**src/rtl/agu_bus_controller.sv**
```systemverilog
// Byte-wide memory bus master fed by the AGU: narrow or wide (base, base+1) read/write
// transfers with a ready handshake and a per-byte timeout. All outputs are registered.
module agu_bus_controller #(
    parameter int unsigned TIMEOUT_CYCLES = 15
) (
    input  logic        i_clock,
    input  logic        i_reset,
    input  logic        i_request,
    input  logic        i_write,
    input  logic        i_wide,
    input  logic [15:0] i_address_in,
    input  logic [15:0] i_data_in,
    input  logic [7:0]  i_bus_data_in,
    input  logic        i_bus_ready,
    output logic        o_busy,
    output logic        o_done,
    output logic        o_error,
    output logic [15:0] o_data_out,
    output logic [15:0] o_bus_address,
    output logic [7:0]  o_bus_data_out,
    output logic        o_bus_read,
    output logic        o_bus_write
);

    localparam logic [1:0] S_IDLE        = 2'd0;
    localparam logic [1:0] S_ACCESS_LOW  = 2'd1;
    localparam logic [1:0] S_ACCESS_HIGH = 2'd2;
    localparam logic [1:0] S_COMPLETE    = 2'd3;

    localparam logic [7:0] LP_LAST_WAIT = 8'(TIMEOUT_CYCLES - 1);

    logic [1:0]  r_state,  w_state;
    logic [15:0] r_base,   w_base;
    logic [15:0] r_wdata,  w_wdata;
    logic        r_write,  w_write;
    logic        r_wide,   w_wide;
    logic [7:0]  r_wait,   w_wait;
    logic        r_err,    w_err;
    logic [15:0] r_data,   w_data;

    logic        r_busy, r_done, r_error, r_bus_read, r_bus_write;
    logic [15:0] r_bus_address;
    logic [7:0]  r_bus_data_out;

    logic        w_access;
    logic        w_busy, w_done, w_error, w_bus_read, w_bus_write;
    logic [15:0] w_bus_address;
    logic [7:0]  w_bus_data_out;

    always_comb begin
        w_state = r_state;
        w_base  = r_base;
        w_wdata = r_wdata;
        w_write = r_write;
        w_wide  = r_wide;
        w_wait  = r_wait;
        w_err   = r_err;
        w_data  = r_data;
        case (r_state)
            S_IDLE: begin
                if (i_request) begin
                    w_base  = i_address_in;
                    w_wdata = i_data_in;
                    w_write = i_write;
                    w_wide  = i_wide;
                    w_wait  = 8'd0;
                    if (!i_write) w_data = 16'h0000;
                    w_state = S_ACCESS_LOW;
                end
            end
            S_ACCESS_LOW: begin
                if (i_bus_ready) begin
                    if (!r_write) w_data[7:0] = i_bus_data_in;
                    w_wait  = 8'd0;
                    w_state = r_wide ? S_ACCESS_HIGH : S_COMPLETE;
                end else if (r_wait == LP_LAST_WAIT) begin
                    w_err   = 1'b1;
                    w_state = S_COMPLETE;
                end else begin
                    w_wait = r_wait + 8'd1;
                end
            end
            S_ACCESS_HIGH: begin
                if (i_bus_ready) begin
                    if (!r_write) w_data[15:8] = i_bus_data_in;
                    w_state = S_COMPLETE;
                end else if (r_wait == LP_LAST_WAIT) begin
                    w_err   = 1'b1;
                    w_state = S_COMPLETE;
                end else begin
                    w_wait = r_wait + 8'd1;
                end
            end
            S_COMPLETE: begin
                w_err   = 1'b0;
                w_state = S_IDLE;
            end
            default: w_state = S_IDLE;
        endcase
    end

    // Outputs are decoded from the next state so they line up with it once registered.
    always_comb begin
        w_access    = (w_state == S_ACCESS_LOW) || (w_state == S_ACCESS_HIGH);
        w_busy      = (w_state != S_IDLE);
        w_done      = (w_state == S_COMPLETE);
        w_error     = (w_state == S_COMPLETE) && w_err;
        w_bus_read  = w_access && !w_write;
        w_bus_write = w_access && w_write;
        w_bus_address  = 16'h0000;
        w_bus_data_out = 8'h00;
        if (w_state == S_ACCESS_LOW) begin
            w_bus_address = w_base;
            if (w_write) w_bus_data_out = w_wdata[7:0];
        end else if (w_state == S_ACCESS_HIGH) begin
            w_bus_address = w_base + 16'd1;
            if (w_write) w_bus_data_out = w_wdata[15:8];
        end
    end

    always_ff @(posedge i_clock or negedge i_reset) begin
        if (!i_reset) begin
            r_state        <= S_IDLE;
            r_base         <= 16'h0000;
            r_wdata        <= 16'h0000;
            r_write        <= 1'b0;
            r_wide         <= 1'b0;
            r_wait         <= 8'd0;
            r_err          <= 1'b0;
            r_data         <= 16'h0000;
            r_busy         <= 1'b0;
            r_done         <= 1'b0;
            r_error        <= 1'b0;
            r_bus_read     <= 1'b0;
            r_bus_write    <= 1'b0;
            r_bus_address  <= 16'h0000;
            r_bus_data_out <= 8'h00;
        end else begin
            r_state        <= w_state;
            r_base         <= w_base;
            r_wdata        <= w_wdata;
            r_write        <= w_write;
            r_wide         <= w_wide;
            r_wait         <= w_wait;
            r_err          <= w_err;
            r_data         <= w_data;
            r_busy         <= w_busy;
            r_done         <= w_done;
            r_error        <= w_error;
            r_bus_read     <= w_bus_read;
            r_bus_write    <= w_bus_write;
            r_bus_address  <= w_bus_address;
            r_bus_data_out <= w_bus_data_out;
        end
    end

    assign o_busy         = r_busy;
    assign o_done         = r_done;
    assign o_error        = r_error;
    assign o_data_out     = r_data;
    assign o_bus_address  = r_bus_address;
    assign o_bus_data_out = r_bus_data_out;
    assign o_bus_read     = r_bus_read;
    assign o_bus_write    = r_bus_write;

endmodule
```
**config.mk**
```make
export PLATFORM = sky130hd
export DESIGN_NAME = agu_bus_controller
export DESIGN_NICKNAME = d
export VERILOG_FILES = /design/src/rtl/agu_bus_controller.sv
export SDC_FILE = /design/constraint.sdc
export NUM_CORES = 1
export LEC_CHECK = 0
export BUFFER_PORTS_ARGS = -buffer_cell sky130_fd_sc_hd__clkbuf_2
export CAP_MARGIN = 20
export CORE_ASPECT_RATIO = 0.7
export CORE_MARGIN = 1
export CORE_UTILIZATION = 47
export DETAILED_ROUTE_END_ITERATION = 10
export PLACE_DENSITY = 0.76
export SYNTH_ARGS = -nofsm -noshare
export SYNTH_HDL_FRONTEND = slang
export SYNTH_SLANG_ARGS = --single-unit
```
**constraint.sdc**
```tcl
create_clock -name i_clock -period 3.6 [get_ports i_clock]
set_clock_uncertainty 0.05 [all_clocks]
set_input_delay 0.9 -clock i_clock [delete_from_list [all_inputs] [get_ports i_clock]]
set_output_delay 0.9 -clock i_clock [all_outputs]
set_load 0.01 [all_outputs]
```
# After elaboration in Yosys (flattened, before gate mapping)

Index checks and enable logic that the tools add are counted.

Reduce and logical (&&, ||, !) cells: 15
Multiplexer cells: 32
Add/subtract/negate cells: 2
Eq/ne operators: 14

Operators with widths:

| operator              | count |
|---|---|
| $mux 16               | 8 |
| $mux 8                | 10 |
| $pmux 8 s2            | 2 |
| $pmux 8 s3            | 1 |
| $add 16x1->16 const B | 1 |
| $ne 2x2->1 const B    | 7 |
| $reduce_and 5->1      | 2 |
| $add 8x1->8 const B   | 1 |
| $eq 2x2->1 const B    | 4 |
| $eq 8x4->1 const B    | 1 |
| $mux 2                | 4 |
| $pmux 2 s4            | 1 |
| $reduce_bool 2->1     | 3 |
| $mux 1                | 5 |
| $eq 2x1->1 const B    | 2 |
| $logic_and 1x1->1     | 3 |
| $reduce_and 3->1      | 1 |
| $reduce_bool 3->1     | 1 |
| $logic_not 2->1       | 1 |
| $pmux 1 s2            | 1 |
| $reduce_and 2->1      | 1 |
| $reduce_or 2->1       | 1 |
| $logic_not 1->1       | 1 |
| $logic_or 1x1->1      | 1 |

Bits of input ports: 46
Output and inout port bits: 45
Word-level logic and storage cells: 79
Flip-flop bits (word level): 90

# Logic depth before layout (Yosys ltp)

Gate-level depths: netlist (run 1).

Depth after elaboration: 7
Depth in mapped cells: 15
Mapped depth without buffers: 12

# Worst setup path before layout (run 1)

No wires, ideal clock.

Path type: input to register
Start point: in i_request
End point: reg r_bus_address[14], in the netlist o_bus_address[14]
Path buffers: 2
Stages on the path: 11
Arrival: 2.578 ns
Slack: 0.852 ns
Required time: 3.430 ns
Setup time: 0.120 ns
Path through: buf_2 inv_1 a21oi_1 o32a_1 ha_1 buf_1 nand2b_1 a21oi_1 and3_1 a31oi_1 a41o_1

Cells in the longest elaborated chain, start to end: 5
Elaborated cells on any way between the ends: 9
Those cells by class: add/sub (1); eq/ne (2); mux (6)

Ends and longest elaborated chain:

| what                   | line | RTL |
|---|---|---|
| start: declaration     | 8    | `input logic i_request,` |
| $mux 2 (*)             | 61   | `if (i_request) begin` |
| $pmux 2 s4 (*)         | 59   | `case (r_state)` |
| via w_state[0]         | 32   | `logic [1:0] r_state, w_state;` |
| $eq 2x2->1             | 115  | `end else if (w_state == S_ACCESS_HIGH) begin` |
| $mux 16                | 115  |  |
| $mux 16 (*)            | 112  | `if (w_state == S_ACCESS_LOW) begin` |
| via w_bus_address[14]  | 47   | `logic [15:0] w_bus_address;` |
| end signal: assignment | 152  | `r_bus_address <= w_bus_address;` |
| end: declaration       | 42   | `logic [15:0] r_bus_address;` |

Mark *: on every way through the listed nets, which the timed path passes. The rest lies on a longest branch.
A chain may end at the register's enable or synchronous reset.

# Worst setup path after layout (run 1)

Start point: reg r_wait[5]
End point: reg r_bus_address[14], in the netlist o_bus_address[14]

Cells in the longest elaborated chain, start to end: 7
Elaborated cells on any way between the ends: 9
Those cells by class: eq/ne (3); mux (6)

Ends and longest elaborated chain:

| what                             | line   | RTL |
|---|---|---|
| start: declaration               | 37     | `logic [7:0] r_wait, w_wait;` |
| start signal: assignment         | 144    | `r_wait <= w_wait;` |
| $eq 8x4->1 (*)                   | 76, 87 |  |
| $mux 2 (*)                       | 76, 87 |  |
| $mux 2, on equally long branches | 84, 72 |  |
| $pmux 2 s4 (*)                   | 59     |  |
| $eq 2x2->1                       | 115    |  |
| $mux 16                          | 115    |  |
| $mux 16 (*)                      | 112    |  |
| via w_bus_address[14]            | 47     |  |

Marks and branches as above.

==> results of run 1 <==
-- cell usage after synthesis (all sizes together) (3+ instances only) --
library cell and count:
a21oi 10, a22oi 8, and2 5, and3 10, buf 11, clkbuf 12
dfrtp 90, ha 12, inv 7, mux2 7, mux2i 4, nand2 140
nand2b 3, nand3 6, nand4 16, nor2 22, nor3 9, o211ai 4
o21ai 35, o311ai 3, xor2 4
-- worst max-delay path by stage --
stage / slack [ns] / to
2_1_floorplan: 0.85 / o_bus_address[14]
3_3_place_gp: 0.57 / o_bus_address[14]
3_5_place_dp: 0.52 / o_bus_address[14]
4_1_cts: 0.64 / o_bus_address[14]
5_1_grt: 0.39 / o_bus_address[14]
6_report: 0.61 / o_bus_address[14]
-- power by group through the flow --
stage / registers [W] / clock network (W) / logic [W]
5_1_grt: 0.00166 / 0.000893 / 0.00236
4_1_cts: 0.00162 / 0.000851 / 0.00211
3_5_place_dp: 0.00163 / 0 / 0.00210
3_3_place_gp: 0.00162 / 0 / 0.00203
6_report: 0.00163 / 0.000840 / 0.00213
2_1_floorplan: 0.00169 / 0 / 0.00135
-- worst min-delay path, cell delays in order (launching register included) --
cell and delay [ns]:
dfrtp_1 0.32, nand2_1 0.04, nand2_1 0.08
-- area by class of cell --
cell class              count  area [µm²]
inverters                   7        26.3
fillers                   738        3540
repair buffers            100         528
multi-input cells         325        1830
clock buffers              10         239
flip-flops and latches     90        2250
clock inverters             4        20.0
well taps                 120         150
-- flip-flops by register name, summed over array words and instances, names as in the netlist, 2 cells and up --
| register | flops |
|---|---|
| r_state | 2 |
| o_data_out | 16 |
| r_wait | 8 |
| r_base | 16 |
| r_wdata | 16 |
| o_bus_address | 16 |
| o_bus_data_out | 8 |
-- cells by family (layout without fill, tap and decap cells) --
logic type / after synthesis / count (layout)
adders and majority gates: 12 / 12
buffers and inverters: 30 / 121
and+or+nand+nor: 220 / 220
AOI/OAI and AO/OA: 78 / 78
DFF: 90 / 90
xor gates and xnor gates: 4 / 4
muxes: 11 / 11
-- through the flow --
| step | hold WS, ns | total power (W) | cells |
|---|---|---|---|
| after global routing | 0.449 | 0.00492 | 656 |
| after global placement | 0.405 | 0.00365 | 642 |
| after detailed placement | 0.414 | 0.00374 | 642 |
| after CTS | 0.428 | 0.00458 | 656 |
| final | 0.427 | 0.00459 | 656 |
| after floorplan | 0.390 | 0.00303 | 445 |
-- metal layers --
layer	GRT usage [%]	share of wire (%)
met1	32.9	48
met2	35.2	43
met3	7.09	8.7
met4	7.14	0.85
met5	0	0
==> results.toml, run 1 <==
[setup_path]
reg2reg_from = "r_wait[5]"
path_max_fanout = 8
r2r_end = "o_bus_address[14]"
cp.depth = 11
setup.worst_path.end_class = "flop"
crit_required_ns = 3.78
cp_slowest_stage_delay_ns = 0.42
crit_start = "r_wait[5]"
cp_num_buf_inv = 0
path_cells = "nor4_1, and4_1, nor3_1, nor2_1, o221ai_1, ha_1, nand2b_1, a21oi_1, and3_1, a31oi_1, a41o_1"
worstPathArrival_ns = 3.17
cp_slowest_cell = "dfrtp_1"
start_kind = "flop"
r2r_setup_slack_ns = 0.61
crit_type = "reg2reg"
ff2ff_path_depth = 11
path_delay_family = "simple AND/OR/NAND/NOR gates"

[yosys]
synth_edf_count = 0
ys_seq_area_share_pct = 53.3
synthCells = 445
synthTopCellsByArea = "dfrtp_1 53%, nand2_1 12%, ha_1 3.6%"
ys_types = 53
synthFlopType = "dfrtp_1"
yosys.area_share.simple_pct = 23.0
netlist_area_um2 = 4220
ys_warn_count = 0
yosys.area_share.adder_pct = 3.56
synth-compound-area-share_pct = 12.8
syn-num-nets = 503
postSynth.asyncResetShare_pct = 100
synth_top_cell_by_area = "dfrtp_1"
syn_area_per_cell_um2 = 9.49
synthMuxAreaShare_pct = 3.08
ys_ff_latch = 90
synth_xor_area_share_pct = 0.830
netlist.area_leader.share_pct = 53.3
synth_top_family_by_area = "simple AND/OR/NAND/NOR gates"

[power_and_ir_drop]
p_int_w = 0.00267
pwr-share-seq_pct = 35.4
power_frac_comb_pct = 46.3
clkPwrFrac_pct = 18.3
p_sw_w = 0.00192
power.density_nw_per_um2 = 911
power_switching_share_pct = 41.8
max-vdd-ir-drop_v = 0.000390
leakagePower_nw = 2.57

[timing]
max_clock_freq_mhz = 334
slew_viol_final = 0
timing.final.crit_share_pct = 83.2
max-slew-margin-rel_pct = 37.7
fin_ws_ns = 0.606
hold_viol = 0
final.setup.tns_ns = 0
setup_viol = 0
grt_setup_unrepaired = "false"
tightest_slew_ns = 0.930
finalCriticalPeriod_ns = 2.99

[clock_tree]
cts_tree = "done"
cts_buffers = 9
cts_hold_buf = 0
clkTransAtPathRegs_ns = 0.06
clock_latency_ns = 0.34
cts_max_path_buffers = 2
clock_sinks = 90
post_cts_buffers = 0
ctsRootBufferMaster = "clkbuf_16"
htree_num_levels = 3
cts_resized = 0

[route]
drtAntennaViolNets = 0
wl_per_cell_um = 15.6
initialDrtViolationCount = 261
routed_wirelength_mm = 10.3
dr.pass1.iters = 5
vias = 3547
via_per_inst = 5.41
remaining_drc_errors = 0

[placed_design]
gp_congestion = 0.881
portBuffers = 90
placed_cell_area_um2 = 4780
dp_hpwl_mm = 7.47
pre_cts_slack_ns = 0.522

[global_route]
grt_pass1_vias = 3313
antenna_found_initial = 0
grt_max_degree = 58
grt_pass1_wl_mm = 16.3
grt_overflow_total = 0
track_usage_pct = 23.5

[floorplan]
dieWidth_um = 115
die-area_um2 = 9370
start_util_pct = 49.2
chipHeight_um = 81.3
core-area_um2 = 8580
rows = 28
io_pins = 91

[min_path]
holdPathEnd = "r_wdata[13]"
min_from = "r_wdata[13]"
min_path_cells = 2
hp-class = "reg2reg"

[finish]
fin_util_pct = 58.7
final_cell_mix = "140 x nand2_1, 90 x dfrtp_1, 89 x clkbuf_2"
syn2layout_area_growth_pct = 19.4
final_common_cell = "nand2_1"
fin_area_um2 = 5040
antenna_cells = 0
layout-drive-gt1-share_pct = 24.8
num-nets-final = 591

[outcome]
status = "finished clean"

[flow_run]
max-cap-violations = 0
No activity file was read; power rests on OpenSTA's default activity.
==> run 2: changes to the inputs <==
==> constraint.sdc (replaced) <==
create_clock -name i_clock -period 2.9 [get_ports i_clock]
set_clock_uncertainty 0.05 [all_clocks]
set_input_delay 0.725 -clock i_clock [delete_from_list [all_inputs] [get_ports i_clock]]
set_output_delay 0.725 -clock i_clock [all_outputs]
set_load 0.01 [all_outputs]
==> run 2 against run 1 <==
Against the previous run: first-iteration DRC count increased by 14%; flip-flop and latch count is the same; routed wire length is 0.65% higher; hold slack got worse by 0.094 ns; cell area up 3.2%; worst setup slack worse by 0.48 ns; critical path depth unchanged; sequential power increased by 23%; non-clock buffer count increased by 6; via count grew 1.9%; core utilization up 1.9 points; clock power up 48%; critical path type unchanged; critical endpoint unchanged.
==> results.toml, run 2 (synthesis gave the netlist of run 1 again) <==
[global_route]
busiest_layer = "met2"
grt_pass1_vias = 3493
grt_use_met2_pct = 36.6
antenna_found_initial = 0
grt_max_degree = 47
met3_usage_pct = 5.75
grt_pass1_wl_mm = 16.8
globalRouteMet1Util_pct = 32.6
grt_overflow_total = 0
track_usage_pct = 23.6

[finish]
final_common_cell = "nand2_1"
layout-drive-gt1-share_pct = 26.5
fin_util_pct = 60.6
fin_area_um2 = 5200
final_cell_mix = "140 x nand2_1, 90 x dfrtp_1, 89 x clkbuf_2"
instances_no_fill = 663
antenna_cells = 0
syn2layout_area_growth_pct = 23.2
num-nets-final = 597

[setup_path]
crit_type = "reg2reg"
r2r_end = "o_bus_address[14]"
reg2reg_from = "r_state[1]"
path_max_fanout = 10
worstPathArrival_ns = 2.95
ff2ff_path_depth = 11
setup.worst_path.end_class = "flop"
crit_required_ns = 3.07
start_kind = "flop"
r2r_setup_slack_ns = 0.13

[timing]
slew_viol_final = 0
max_clock_freq_mhz = 361
hold_viol = 0
timing.final.crit_share_pct = 95.5
final.setup.tns_ns = 0
grt_setup_unrepaired = "false"
tightest_slew_ns = 0.933
setup_viol = 0
fin_ws_ns = 0.130
finalCriticalPeriod_ns = 2.77
max-slew-margin-rel_pct = 37.5

[placed_design]
pre_cts_slack_ns = -0.0536
dp_hpwl_mm = 7.52
dp_cells = 647
placed_cell_area_um2 = 4850
portBuffers = 90
gp_congestion = 0.877

[power_and_ir_drop]
max-vdd-ir-drop_v = 0.000481
leakagePower_nw = 2.63
power.density_nw_per_um2 = 1150

[clock_tree]
clock_sinks = 90
htree_num_levels = 3
cts_tree = "done"
cts_hold_buf = 0
clock_latency_ns = 0.34
clkTransAtPathRegs_ns = 0.06
cts_max_path_buffers = 2
ctsRootBufferMaster = "clkbuf_16"
cts_buffers = 9

[flow_run]
max-cap-violations = 0

[floorplan]
die-area_um2 = 9370
dieWidth_um = 115
chipHeight_um = 81.3
rows = 28
start_util_pct = 49.2
io_pins = 91
core-area_um2 = 8580

[route]
routed_wirelength_mm = 10.3
initialDrtViolationCount = 297
dr.pass1.iters = 5
wl_per_cell_um = 15.6
vias = 3613
remaining_drc_errors = 0
via_per_inst = 5.45
drtAntennaViolNets = 0

[outcome]
status = "finished clean"

[min_path]
hp-class = "in2async"
==> run 2: worst max-delay path by stage <==
stage | end | slack, ns | start | cells after the start
finish | o_bus_address[14] | 0.13 | r_state[1] | 11
global route | o_bus_address[14] | 0.03 | r_wait[4] | 11
CTS | o_bus_address[14] | 0.11 | r_wait[4] | 11
detailed placement | o_bus_address[14] | -0.05 | r_wait[4] | 11
global placement | o_bus_address[14] | 0.11 | r_wait[4] | 11
floorplan | o_bus_address[14] | 0.22 | r_state[1] | 12
==> run 2: area by class of cell <==
| type | count | area (µm²) |
|---|---|---|
| inverter | 7 | 26.3 |
| multi-input combinational | 325 | 1860 |
| fill | 727 | 3380 |
| sequential | 90 | 2250 |
| timing repair buffer | 106 | 598 |
| clock inverter | 4 | 76.3 |
| clock buffer | 11 | 243 |
| tap | 120 | 150 |
==> run 2: power breakdown <==
part,switching (W),internal (W)
registers,0.000245,0.00177
logic,0.00170,0.00103
clock network,0.000460,0.000775
==> run 2: what timing repair did <==
item                                    4_1_cts  5_1_grt
gates resized for setup                       2        4
setup buffers                                 0        1
endpoints found under the setup margin        3        3
==> run 2: per-stage QoR <==
step           hold slack, ns  total power, W
4_1_cts                 0.351         0.00597
6_report                0.333         0.00598
5_1_grt                 0.364         0.00641
3_5_place_dp            0.409         0.00470
3_3_place_gp            0.403         0.00461
2_1_floorplan           0.379         0.00376
==> run 2: critical path: stages, from the launching register on <==
cell      delay, ns
dfrtp_1        0.44
inv_1          0.11
ha_1           0.31
nor3_1         0.22
a21oi_1        0.09
o32a_1         0.25
ha_2           0.24
nand2b_1       0.18
a21oi_2        0.22
and3_4         0.24
a31oi_1        0.09
a41o_1         0.22
==> run 2: per-layer routing <==
layer,part of all wire [%],vias to the layer above
met3,7.0,17
li1,-,1721
met2,44,170
met1,47,1705
met5,0,-
met4,1.4,0
==> run 3: changes to the inputs <==
--- a/config.mk
+++ b/config.mk
@@ -5,11 +5,13 @@
 export SDC_FILE = /design/constraint.sdc
 export NUM_CORES = 1
 export LEC_CHECK = 0
+export ABC_AREA = 1
 export BUFFER_PORTS_ARGS = -buffer_cell sky130_fd_sc_hd__clkbuf_2
 export CAP_MARGIN = 20
 export CORE_ASPECT_RATIO = 0.7
 export CORE_MARGIN = 1
 export CORE_UTILIZATION = 47
+export CTS_CLUSTER_DIAMETER = 80
 export DETAILED_ROUTE_END_ITERATION = 10
 export PLACE_DENSITY = 0.76
 export SYNTH_ARGS = -nofsm -noshare
==> run 3 against run 2 <==
Against the previous run: die area increased by 1.5%; critical path depth rose by 2; sequential share of layout area about the same; worst setup slack better by 0.16 ns; critical path type unchanged; register-to-register slack better by 0.16 ns; routed wire length fell by 4.3%; largest cell class unchanged; count of clock-buffer cells in the layout down 1; fmax grew 6.0%; via count fell by 3.0%; global-route usage shrank 0.86 points.
==> results.toml, run 3 <==
[finish]
fillers = 739
antenna_cells = 0
final_cell_mix = "90 x nand2_1, 90 x dfrtp_1, 89 x clkbuf_2"
fin_util_pct = 60.1
num-nets-final = 628
layout-drive-gt1-share_pct = 31.1
syn2layout_area_growth_pct = 21.3

[power_and_ir_drop]
power.density_nw_per_um2 = 1130
leakagePower_nw = 2.72
power_frac_comb_pct = 47.5
p_int_w = 0.00345
pwr-share-seq_pct = 32.3
clkPwrFrac_pct = 20.2
max-vdd-ir-drop_v = 0.000494
p_sw_w = 0.00244
power_switching_share_pct = 41.5

[timing]
setup_viol = 0
slew_viol_final = 0
max_clock_freq_mhz = 383
hold_viol = 0
finalCriticalPeriod_ns = 2.61
final.setup.tns_ns = 0
tightest_slew_ns = 0.593
timing.final.crit_share_pct = 90.1
max-slew-margin-rel_pct = 60.4
grt_setup_unrepaired = "false"

[setup_path]
crit_top_cell = "nand2_1"
start_kind = "flop"
cp_slowest_stage_delay_ns = 0.40
crit_required_ns = 3.08
path_max_fanout = 10
cp_slowest_cell = "dfrtp_1"
path_delay_family = "simple AND/OR/NAND/NOR gates"
worstPathArrival_ns = 2.80
ff2ff_path_depth = 13
crit_type = "reg2reg"
cp_num_buf_inv = 4
setup.worst_path.end_class = "flop"
path_cells = "inv_1, ha_1, nand2_1, o211ai_1, a31oi_2, inv_1, ha_1, nor2_1, clkinv_1, nand2_1, nand2_1, nand2_1, inv_1"
cp.depth = 13

[clock_tree]
clock_latency_ns = 0.34
ctsRootBufferMaster = "clkbuf_16"
cts_max_path_buffers = 2
clkTransAtPathRegs_ns = 0.06
cts_tree = "done"
clock_sinks = 90
htree_num_levels = 3
cts_buffers = 9

[yosys]
ys_types = 34
netlist.area_leader.share_pct = 52.5
ys_warn_count = 0
syn-num-nets = 527
ys_seq_area_share_pct = 52.5
synthFlopType = "dfrtp_1"
syn_area_per_cell_um2 = 9.14
ys_ff_latch = 90
netlist_area_um2 = 4290
postSynth.asyncResetShare_pct = 100
synth_edf_count = 0
synth_top_cell_by_area = "dfrtp_1"
synthCells = 469
synthTopCellsByArea = "dfrtp_1 53%, nand2_1 7.9%, nand3_1 5.6%"
synth_commonest_cells = "90 x dfrtp_1, 90 x nand2_1, 56 x inv_1"

[route]
via_per_inst = 5.07
wl_per_cell_um = 14.3
drtAntennaViolNets = 0
initialDrtViolationCount = 238
remaining_drc_errors = 0
dr.pass1.iters = 5
vias = 3505
routed_wirelength_mm = 9.88

[floorplan]
chipHeight_um = 81.9
core-area_um2 = 8650
start_util_pct = 49.6
rows = 28
die-area_um2 = 9520
io_pins = 91
dieWidth_um = 116

[outcome]
status = "finished clean"

[flow_run]
max-cap-violations = 0

[min_path]
hp-class = "in2async"

[placed_design]
portBuffers = 90
gp_congestion = 0.870
dp_hpwl_mm = 7.24

[global_route]
grt_pass1_vias = 3376
antenna_found_initial = 0
grt_max_degree = 40
track_usage_pct = 22.8
grt_overflow_total = 0
grt_pass1_wl_mm = 16.2
## run 3: kinds of logic after synthesis
| family | synth area share [%] |
|---|---|
| simple gates | 22.8 |
| flops | 52.5 |
| buf+inv | 7.82 |
| compound gates | 8.64 |
| xor+xnor | 0.204 |
| fa+ha+maj | 3.50 |
| mux | 4.46 |
## run 3: stage by stage
stage / worst slack [ns] / hold slack [ns] / instance area (µm²) / power (W) / instances
detailed placement: 0.150 / 0.432 / 4890 / 0.00464 / 679
finish: 0.286 / 0.305 / 5200 / 0.00589 / 692
global route: 0.0101 / 0.345 / 5200 / 0.00634 / 692
global placement: 0.261 / 0.429 / 4890 / 0.00454 / 679
CTS: 0.191 / 0.322 / 5190 / 0.00589 / 692
floorplan: 0.220 / 0.379 / 4290 / 0.00378 / 469
## run 3: power by group through the flow
stage                     registers, W  logic [W]  clock network (W)
final                          0.00190    0.00280            0.00119
after global routing           0.00195    0.00313            0.00127
after CTS                      0.00190    0.00276            0.00122
after detailed placement       0.00192    0.00272                  0
after global placement         0.00191    0.00263                  0
after floorplan                0.00199    0.00179                  0
## run 3: worst paths after layout
path	from	to	slack [ns]
setup / recovery	r_state[1]	o_bus_address[7]	0.29
hold / removal	i_reset	o_data_out[15]	0.30
setup reg to reg	r_state[1]	o_bus_address[7]	0.29
hold reg to reg	r_wdata[10]	r_wdata[10]	0.45
max in group asynchronous	i_reset	o_bus_address[6]	1.90
min in group i_clock	r_wdata[10]	r_wdata[10]	0.45
## run 3: repair_timing
action / 4_1_cts / 5_1_grt
resized for setup: 0 / 4
hold endpoints to repair: 0 / 0
buffers inserted: 0 / 0
endpoints found under the setup margin: 0 / 6
hold buffers: 0 / 0
## run 3: layout make-up
class	count	area (µm²)	area share [%]
sequential	90	2250	43.3
multi-input combinational	305	1710	32.9
timing repair buffer	103	563	10.8
clock buffer	10	229	4.40
inverter	61	229	4.40
tap	120	150	2.89
clock inverter	3	67.6	1.30
## run 3: routing by layer
layer	track usage [%]	wire, µm
met1	31.2	4750
met2	34.2	4370
met3	6.94	591
met4	8.08	160
met5	0	0
